File: config.mk
export PLATFORM = sky130hd
export DESIGN_NAME = seq_div
export DESIGN_NICKNAME = d
export VERILOG_FILES = /design/src/rtl/seq_div.sv
export SDC_FILE = /design/constraint.sdc
export NUM_CORES = 1
export LEC_CHECK = 0
export ABC_CLOCK_PERIOD_IN_PS = 3570
export CAP_MARGIN = 5
export CORE_UTILIZATION = 40
export DETAILED_ROUTE_END_ITERATION = 10
export GPL_ROUTABILITY_DRIVEN = 0
export PLACE_DENSITY_LB_ADDON = 0.1
export SLEW_MARGIN = 20
export SYNTH_ARGS = -nofsm -noshare
export SYNTH_HDL_FRONTEND = slang
export SYNTH_SLANG_ARGS = --single-unit
File: constraint.sdc
create_clock -name clk -period 3.57 [get_ports clk]
set_clock_uncertainty 0.2 [all_clocks]
set_input_delay 0.5355 -clock clk [delete_from_list [all_inputs] [get_ports clk]]
set_output_delay 0.5355 -clock clk [all_outputs]
set_load 0.02 [all_outputs]
File: src/rtl/seq_div.sv
`timescale 1ns/1ps
`default_nettype none
// ============================================================================
//  Module   : seq_div
//  Purpose  : 8-bit / 4-bit unsigned radix-2 restoring divider. One trial
//             subtraction per RUN cycle, MSB of the dividend first. The result
//             appears 8 RUN cycles after acceptance, or 1 cycle after it when
//             the divisor is zero.
//  Ports    : clk    - clock, rising edge
//             rst_n  - synchronous active-low reset
//             start  - begin a division (accepted in IDLE or DONE)
//             a      - dividend, latched on the accepting edge
//             b      - divisor, latched on the accepting edge
//             q      - quotient, registered, updated only on entry to DONE
//             r      - remainder, registered, updated only on entry to DONE
//             busy   - division in progress (RUN)
//             done   - q/r hold the most recent accepted result (DONE)
//             dbz    - divide-by-zero flag for the most recent result
//  Revision : 1.0 - initial release
// ============================================================================
module seq_div (
    input  logic       clk,
    input  logic       rst_n,
    input  logic       start,
    input  logic [7:0] a,
    input  logic [3:0] b,
    output logic [7:0] q,
    output logic [3:0] r,
    output logic       busy,
    output logic       done,
    output logic       dbz
);

    typedef enum logic [1:0] {
        IDLE = 2'd0,
        RUN  = 2'd1,
        DONE = 2'd2
    } state_t;

    state_t     r_state;
    state_t     w_state_nxt;

    logic [2:0] r_cnt;     // RUN cycles completed
    logic [3:0] r_rem;     // partial remainder, always < divisor
    logic [7:0] r_dvd;     // dividend bits shift out, quotient bits shift in
    logic [3:0] r_b;       // latched divisor
    logic       r_zero;    // latched divisor was zero

    logic       w_accept;
    logic       w_last;
    logic [4:0] w_shift;
    logic [4:0] w_diff;
    logic       w_qbit;
    logic [3:0] w_rem_nxt;

    always_comb begin
        w_accept = start && (r_state != RUN);
        w_last   = r_zero || (r_cnt == 3'd7);
        // Partial remainder is below b, so 2*rem+1 <= 2b-1 and the
        // difference lies in [-b, b-1]; bit 4 is therefore a valid sign.
        w_shift   = {r_rem, r_dvd[7]};
        w_diff    = w_shift - {1'b0, r_b};
        w_qbit    = ~w_diff[4];
        w_rem_nxt = w_qbit ? w_diff[3:0] : w_shift[3:0];
    end

    // State register
    always_ff @(posedge clk) begin
        if (!rst_n) begin
            r_state <= IDLE;
        end else begin
            r_state <= w_state_nxt;
        end
    end

    // Next-state logic
    always_comb begin
        w_state_nxt = r_state;
        case (r_state)
            IDLE:    if (w_accept) w_state_nxt = RUN;
            RUN:     if (w_last)   w_state_nxt = DONE;
            DONE:    if (w_accept) w_state_nxt = RUN;
            default:               w_state_nxt = IDLE;
        endcase
    end

    // Datapath and result registers
    always_ff @(posedge clk) begin
        if (!rst_n) begin
            r_cnt  <= 3'd0;
            r_rem  <= 4'd0;
            r_dvd  <= 8'd0;
            r_b    <= 4'd0;
            r_zero <= 1'b0;
            q      <= 8'd0;
            r      <= 4'd0;
            dbz    <= 1'b0;
        end else if (w_accept) begin
            r_cnt  <= 3'd0;
            r_rem  <= 4'd0;
            r_dvd  <= a;
            r_b    <= b;
            r_zero <= (b == 4'd0);
            dbz    <= 1'b0;
        end else if (r_state == RUN) begin
            if (r_zero) begin
                q   <= 8'hFF;
                r   <= 4'h0;
                dbz <= 1'b1;
            end else begin
                r_cnt <= r_cnt + 3'd1;
                r_rem <= w_rem_nxt;
                r_dvd <= {r_dvd[6:0], w_qbit};
                if (w_last) begin
                    q <= {r_dvd[6:0], w_qbit};
                    r <= w_rem_nxt;
                end
            end
        end
    end

    assign busy = (r_state == RUN);
    assign done = (r_state == DONE);

endmodule
`default_nettype wire

==> results.py <==
metrics = {
    "setup_path": {
        "crit_type": "in -> reg",
        "max_stage_delay_ns": 0.64,
        "arrival_ns": 2.38,
        "cp_slowest_cell": "clkdlybuf4s50_1",
        "path_cells": "clkdlybuf4s50_1, inv_2, a21oi_1, nand4b_1, a21boi_0, a311o_1",
        "critPathMaxFanout": 23,
        "end_kind": "register",
        "start_kind": "primary input",
        "critPathRequiredTime_ns": 3.60,
    },
    "route": {
        "num_vias": 1385,
        "antenna_left": 0,
        "via_per_inst": 5.25,
        "finalWirelength_um": 3290,
        "drt_iter0_drc": 57,
        "dr.pass1.iters": 4,
        "wl_per_cell_um": 12.4,
        "drc_errors": 0,
    },
    "finish": {
        "diodes": 0,
        "layout-drive-gt1-share": 0.0880,
        "final_util": 0.540,
        "fin_area_um2": 2020,
        "final_nets": 237,
        "areaGrowthSynthToFinish_pct": 26.7,
    },
    "yosys": {
        "synth.top_cell.area_share": 0.439,
        "synth_xor_area_frac": 0.0392,
        "synth_top_area_cell": "dfxtp_1",
        "ys_seq_elements": 35,
        "synth_edf_count": 0,
        "synth_ff_type": "dfxtp_1",
        "synthTopCellsByArea": "dfxtp_1 44%, nand2_1 7.1%, a21oi_1 6.6%",
        "yosys.cell_types.count": 40,
        "syn_area_um2": 1600,
        "synthSimpleGateAreaFrac": 0.180,
        "synthAdderAreaFrac": 0.0596,
        "synthCells": 184,
        "yosysWarnings": 0,
        "yosysMostFrequentCell": "dfxtp_1",
        "synth_nets": 206,
        "ys_seq_area_frac": 0.439,
        "ys_async_sr_fraction": 0,
        "synth_top_family_by_area": "compound AO/OA/AOI/OAI gates",
        "synth_compound_area_frac": 0.213,
        "muxShareOfSynthArea": 0.0220,
        "avgSynthCellArea_um2": 8.67,
        "synthTopCellsByCount": "35 x dfxtp_1, 30 x nand2_1, 24 x nor2_1",
    },
    "sta": {
        "slew_headroom": 0.554,
        "tightest_slew_ns": 0.669,
        "setup_tns_ns": 0,
        "hold_viol_final": 0,
        "finalCritPeriodShare": 0.660,
        "rsz0062_at_grt": "false",
        "setup_viol": 0,
        "fmax_mhz": 425,
        "setup_slack_ns": 1.22,
        "min_period_ns": 2.35,
        "slew_violations": 0,
        "holdWs_ns": 0.256,
    },
    "flow_run": {
        "cap_violations": 0,
    },
    "floorplanning": {
        "core_area_um2": 3740,
        "start_util": 0.426,
        "die_w_um": 65.2,
        "die_height_um": 65.2,
        "ios": 30,
        "rows": 22,
        "dieArea_um2": 4240,
    },
    "pwr": {
        "switching_share": 0.262,
        "p_leak_uw": 0.000722,
        "clockPowerShare": 0.356,
        "power.density_nw_per_um2": 436,
        "seq_power_share": 0.475,
        "peakVddDrop_mv": 0.186,
        "p_comb_frac": 0.169,
        "power.internal_uw": 651,
        "power_switching_uw": 231,
    },
    "placed_design": {
        "dp_hpwl_um": 2430,
        "placed_cell_area_um2": 1910,
        "dp_slack_ns": 0.950,
        "io_buffers": 29,
    },
    "clocking": {
        "path_clk_slew_ns": 0.07,
        "cts_htree_levels": 2,
        "cts_buffers": 5,
        "cts_resized": 0,
        "cts_root_buffer": "clkbuf_8",
        "cts_sinks": 35,
        "cts_setup_buffers": 0,
        "clk_path_buf_depth": 2,
        "cts_tree": "built",
        "holdBufCountCts": 0,
        "insertion_delay_ns": 0.28,
    },
    "grt": {
        "grt_use_total": 0.175,
        "antenna_found_initial": 0,
        "grt_overflow": 0,
        "grt_pass1_vias": 1240,
        "grt_pass1_wl_um": 5620,
        "grt_max_degree": 24,
    },
    "min_path": {
        "hp-class": "reg -> reg",
    },
    "run_status": {
        "outcome": "completed",
    },
}
-- power by group through the flow --
stage	sequential [µW]	clock, µW	combinational (µW)
final	419	314	149
after CTS	419	323	150
after global placement	427	0	149
after global routing	421	344	163
after detailed placement	428	0	150
after floorplan	424	0	111
-- kinds of logic after synthesis --
logic type,Yosys count
buffers and inverters,15
and+or+nand+nor,67
AOI/OAI and AO/OA,52
xor gates and xnor gates,5
muxes,3
DFF,35
adders and majority gates,7
-- state kept, by name (all words and copies together), names as in the netlist --
register and flops:
r_state 2, q 8, r_dvd 8, r_zero 1, r_rem 4, r_b 4
r 4, dbz 1, r_cnt 3
-- worst paths after layout --
| check | endpoint | from | slack [ns] | cells past startpoint |
|---|---|---|---|---|
| max | r_rem[3] | rst_n | 1.22 | 6 |
| min | r_dvd[7] | r_dvd[7] | 0.26 | 2 |
| max reg2reg | r_rem[0] | r_dvd[7] | 1.22 | 9 |
| min reg2reg | r_dvd[7] | r_dvd[7] | 0.26 | 2 |
-- critical path, delay by kind of cell --
family                 cells  cell delay, ns
AO/OA/AOI/OAI              3            0.81
buffers and inverters      2            0.88
AND/OR/NAND/NOR            1            0.16
-- area by class of cell --
| cell class | count | area, µm² |
|---|---|---|
| clock buffer | 7 | 96.3 |
| multi-input combinational | 134 | 821 |
| clock inverter | 1 | 7.51 |
| fill | 374 | 1720 |
| timing repair buffer | 31 | 305 |
| inverter | 8 | 30.0 |
| sequential | 35 | 701 |
| tap | 48 | 60.1 |
-- metal layers --
| layer | track usage | part of all wire |
|---|---|---|
| met5 | 0 | 0 |
| met4 | 0.0734 | 0.016 |
| met3 | 0.0486 | 0.041 |
| met2 | 0.268 | 0.44 |
| met1 | 0.231 | 0.50 |
-- layout by cell type (no fill, tap or decap), drive strengths merged, types with 2 or more instances in the layout --
cell,netlist,routed
a211oi,8,8
a21oi,21,21
a22oi,8,8
buf,4,2
clkbuf,3,7
clkdlybuf4s50,0,29
dfxtp,35,35
ha,6,6
inv,7,7
mux2i,2,2
nand2,30,30
nand2b,3,3
nand3,4,4
nor2,24,24
o21ai,5,5
o22ai,4,4
xnor2,4,4
-- metrics by stage --
stage | power [µW] | instances
after floorplan | 534 | 184
after global placement | 575 | 256
after detailed placement | 577 | 256
after CTS | 892 | 264
after global routing | 928 | 264
final | 882 | 264
(Power assumes the default switching activity.)
==> variant 1: new RTL, same settings <==
The 3 states of `state_t` get a one-hot encoding in 3 bits.
--- a/src/rtl/seq_div.sv
+++ b/src/rtl/seq_div.sv
@@ -32,8 +32,8 @@
 );
 
-    typedef enum logic [1:0] {
-        IDLE = 2'd0,
-        RUN  = 2'd1,
-        DONE = 2'd2
+    typedef enum logic [2:0] {
+        IDLE = 3'b001,
+        RUN  = 3'b010,
+        DONE = 3'b100
     } state_t;
 
Behaviour: no difference found for any inputs over 10 cycles, from zero or initial values and one cycle with rst_n low; not proved beyond that.
==> variant 1 against the unedited design <==
Total power fell by 8.0%. Final area is 3.6% higher. Sequential cell count rose by 1. First-iteration DRC count is 37% lower. Synthesized area rose by 4.8%. Routed wire length increased by 16%. Setup slack worse by 290 ps.
==> variant 1: results (changes against the unedited design) <==
[status]
status = completed

[synth]
yosysSeqAreaShare = 0.431  ; -0.00808
syn_nets = 212  ; +2.9%
synthTopCellsByCount = 36 x dfxtp_1, 28 x nand2_1, 14 x nor2_1, 13 x a21boi_0, 10 x nor3b_1
yosys-top-cells-area = dfxtp_1 43%, nand2_1 6.3%, a21boi_0 5.8%, ha_1 4.5%, nor3b_1 4.5%

[detailed_routing]
first_iter_violations = 36  ; -37%
viasPerCell = 5.27  ; +0.51%
dr.pass1.iters = 4  ; unchanged
wl_mm = 3.80  ; +16%

[pwr]
irDropWorstVdd_mv = 0.186  ; +0.36%
p_int_mw = 0.610  ; -6.2%
p_leak_nw = 0.743  ; +2.9%

[global_routing]
grt_pass1_wl_mm = 6.33  ; +13%
grt.met1_usage = 0.235  ; +0.00417
grt_pass1_vias = 1345  ; +8.5%
use_met3 = 0.0428  ; -0.00580
grt_max_degree = 23  ; -4.2%
grt_use_total = 0.198  ; +0.0234

[clocking]
cts_setup_buffers = 0  ; unchanged
cts_buffers = 5  ; unchanged

[sta]
max_slew_margin = 0.572  ; +0.0185

[setup_path]
cp_max_fo = 6  ; -74%
arrival_ps = 1910  ; -470 ps

[place]
dp_slack_ps = 1000  ; +50.8 ps

[final_layout]
n_fill_cell = 364  ; -2.7%
drive_gt1_frac = 0.0814  ; -0.00651

variant 1: final timing paths:
kind / end / cells after the start / start / slack, ps
hold reg to reg: r_dvd[7] / 2 / r_dvd[7] / 260
setup reg to reg: r_rem[0] / 9 / r_dvd[7] / 960
hold / removal: r_dvd[7] / 2 / r_dvd[7] / 260
setup / recovery: busy / 3 / r_state[1] / 930
variant 1: metal layers:
metal	up-vias	share of wire
li1	725	-
met1	659	0.45
met2	36	0.48
met3	9	0.040
met4	0	0.027
met5	-	0
variant 1: cell type report:
class,instances,area share
clock inverter,2,0.00478
timing repair buffer,31,0.146
clock buffer,6,0.0395
multi-input combinational,139,0.421
sequential,36,0.344
inverter,7,0.0149
tap,50,0.0299
variant 1: power groups by stage:
stage / registers, mW / logic [mW] / clock network (mW)
3_3_place_gp: 0.429 / 0.0875 / 0
4_1_cts: 0.421 / 0.0920 / 0.304
6_report: 0.421 / 0.0916 / 0.299
2_1_floorplan: 0.427 / 0.0605 / 0
3_5_place_dp: 0.430 / 0.0912 / 0
5_1_grt: 0.422 / 0.103 / 0.325
variant 1: stage by stage:
stage | cells | cell area (sq um)
after global placement | 263 | 2000
after floorplan | 190 | 1670
final | 271 | 2090
after CTS | 271 | 2090
after detailed placement | 263 | 2000
after global routing | 271 | 2090
variant 1: critical path, cell delays in order (launching register included):
cell and delay (ps):
dfxtp_1 380, or3b_1 510, inv_6 120, clkdlybuf4s50_1 600
variant 1: kinds of logic after synthesis:
| kind of cell | synth area share |
|---|---|
| fa+ha+maj | 0.0569 |
| flops | 0.431 |
| buf+inv | 0.0419 |
| compound gates | 0.177 |
| simple gates | 0.246 |
| xor+xnor | 0.0210 |
| mux | 0.0254 |
==> variant 2: new RTL, same flow settings <==
Without the edit above. Register the outputs `busy` and `done`; this adds one clock of latency there. The other outputs are not delayed to match.
--- a/src/rtl/seq_div.sv
+++ b/src/rtl/seq_div.sv
@@ -120,6 +120,8 @@
     end
 
-    assign busy = (r_state == RUN);
-    assign done = (r_state == DONE);
+    always_ff @(posedge clk) begin
+        busy <= (r_state == RUN);
+        done <= (r_state == DONE);
+    end
 
 endmodule
Function: changed (a bounded check fails within 4 cycles, from zero or initial values and one cycle with rst_n low).
==> variant 2 against the unedited design <==
Final area is 0.37% higher. Total power shrank 2.8%. Sequential cell count increased by 2. Routed wire length is 6.7% higher. Synthesized area is 2.5% higher. Setup slack worse by 20 ps. First-iteration DRC count is 25% higher. Non-clock buffer count did not move.
==> variant 2: results (changes against the unedited design) <==
[setup_path]
arrival_ps = 2300  ; -80 ps
rrSetupSlack_ps = 1200  ; -20 ps
cp_max_fo = 5  ; -78%
cp-endpoint = r[2]
critPathLaunchType = flip-flop

[pwr]
irDropWorstVdd_mv = 0.210  ; +13%
p_leak_nw = 0.728  ; +0.83%
seqPwrFrac = 0.516  ; +0.041
swShare = 0.267  ; +0.00582
pwr-share-comb = 0.177  ; +0.008

[final_layout]
drive_gt1_frac = 0.0741  ; -0.0139
multi_input_gates = 134  ; unchanged
seq_share = 0.365  ; +0.0185
n_fill_cell = 366  ; -2.1%
clock_area_frac = 0.0364  ; -0.0150
multi_input_area_share = 0.403  ; -0.00274
inverters = 8  ; unchanged
nFlopsAndLatches = 37  ; +5.7%
fin_nets = 239  ; +0.84%

[detailed_routing]
via_count = 1372  ; -0.94%
met3WireLength_microns = 150  ; +10%
wl_met1_mm = 1.73  ; +4.9%
first_iter_violations = 71  ; +25%
dr.pass1.iters = 4  ; unchanged
route.met2.wl_mm = 1.60  ; +10%

[synth]
synthTopCellsByCount = 37 x dfxtp_1, 30 x nand2_1, 24 x nor2_1, 21 x a21oi_1, 8 x a22oi_1
synth.area.mux_share = 0.0214  ; -0.000538
syn_nets = 208  ; +0.97%
synth_compound_area_frac = 0.207  ; -0.00520
yosysSeqAreaShare = 0.453  ; +0.0137
yosys-top-cells-area = dfxtp_1 45%, nand2_1 6.9%, a21oi_1 6.4%, nor2_1 5.5%, ha_1 4.6%
syn_inst = 186  ; +1.1%
synthXorXnorAreaFrac = 0.0383  ; -0.000960

[sta]
worst_pin_slew_ps = 1040  ; +376 ps

[status]
status = completed

[global_routing]
grt.met1_usage = 0.233  ; +0.00204
use_met3 = 0.0448  ; -0.00378
grt_use_total = 0.180  ; +0.00518
grt_pass1_wl_mm = 5.90  ; +5.0%
met2_usage = 0.288  ; +0.0200

[place]
dp_slack_ps = 926  ; -24.2 ps
hpwl_mm = 2.53  ; +4.0%

[min_path]
hold_start = r_b[2]

## variant 2: cell count changes in the layout (fill, tap and decap cells not counted), sizes merged
cell,unedited run,this run
dfxtp,35,37
clkbuf,7,5
clkinvlp,1,0
clkinv,1,2
## variant 2: stage by stage
stage	instance area, sq um	utilization	hold slack [ps]
5_1_grt	2030	0.534	274
4_1_cts	2030	0.534	261
3_3_place_gp	1950	0.514	247
3_5_place_dp	1950	0.514	251
6_report	2030	0.534	260
2_1_floorplan	1640	-	236
## variant 2: cells by family after synthesis
family	after synthesis
adders and majority gates	7
xor gates and xnor gates	5
muxes	3
and+or+nand+nor	67
AOI/OAI and AO/OA	52
DFF	37
buffers and inverters	15
## variant 2: critical path, stage by stage (launching register included)
cell	delay, ps
dfxtp_1	310
inv_1	70
ha_1	140
inv_1	50
fa_1	410
a211oi_2	260
or2_4	190
xnor2_4	160
mux2i_1	300
o22ai_1	120
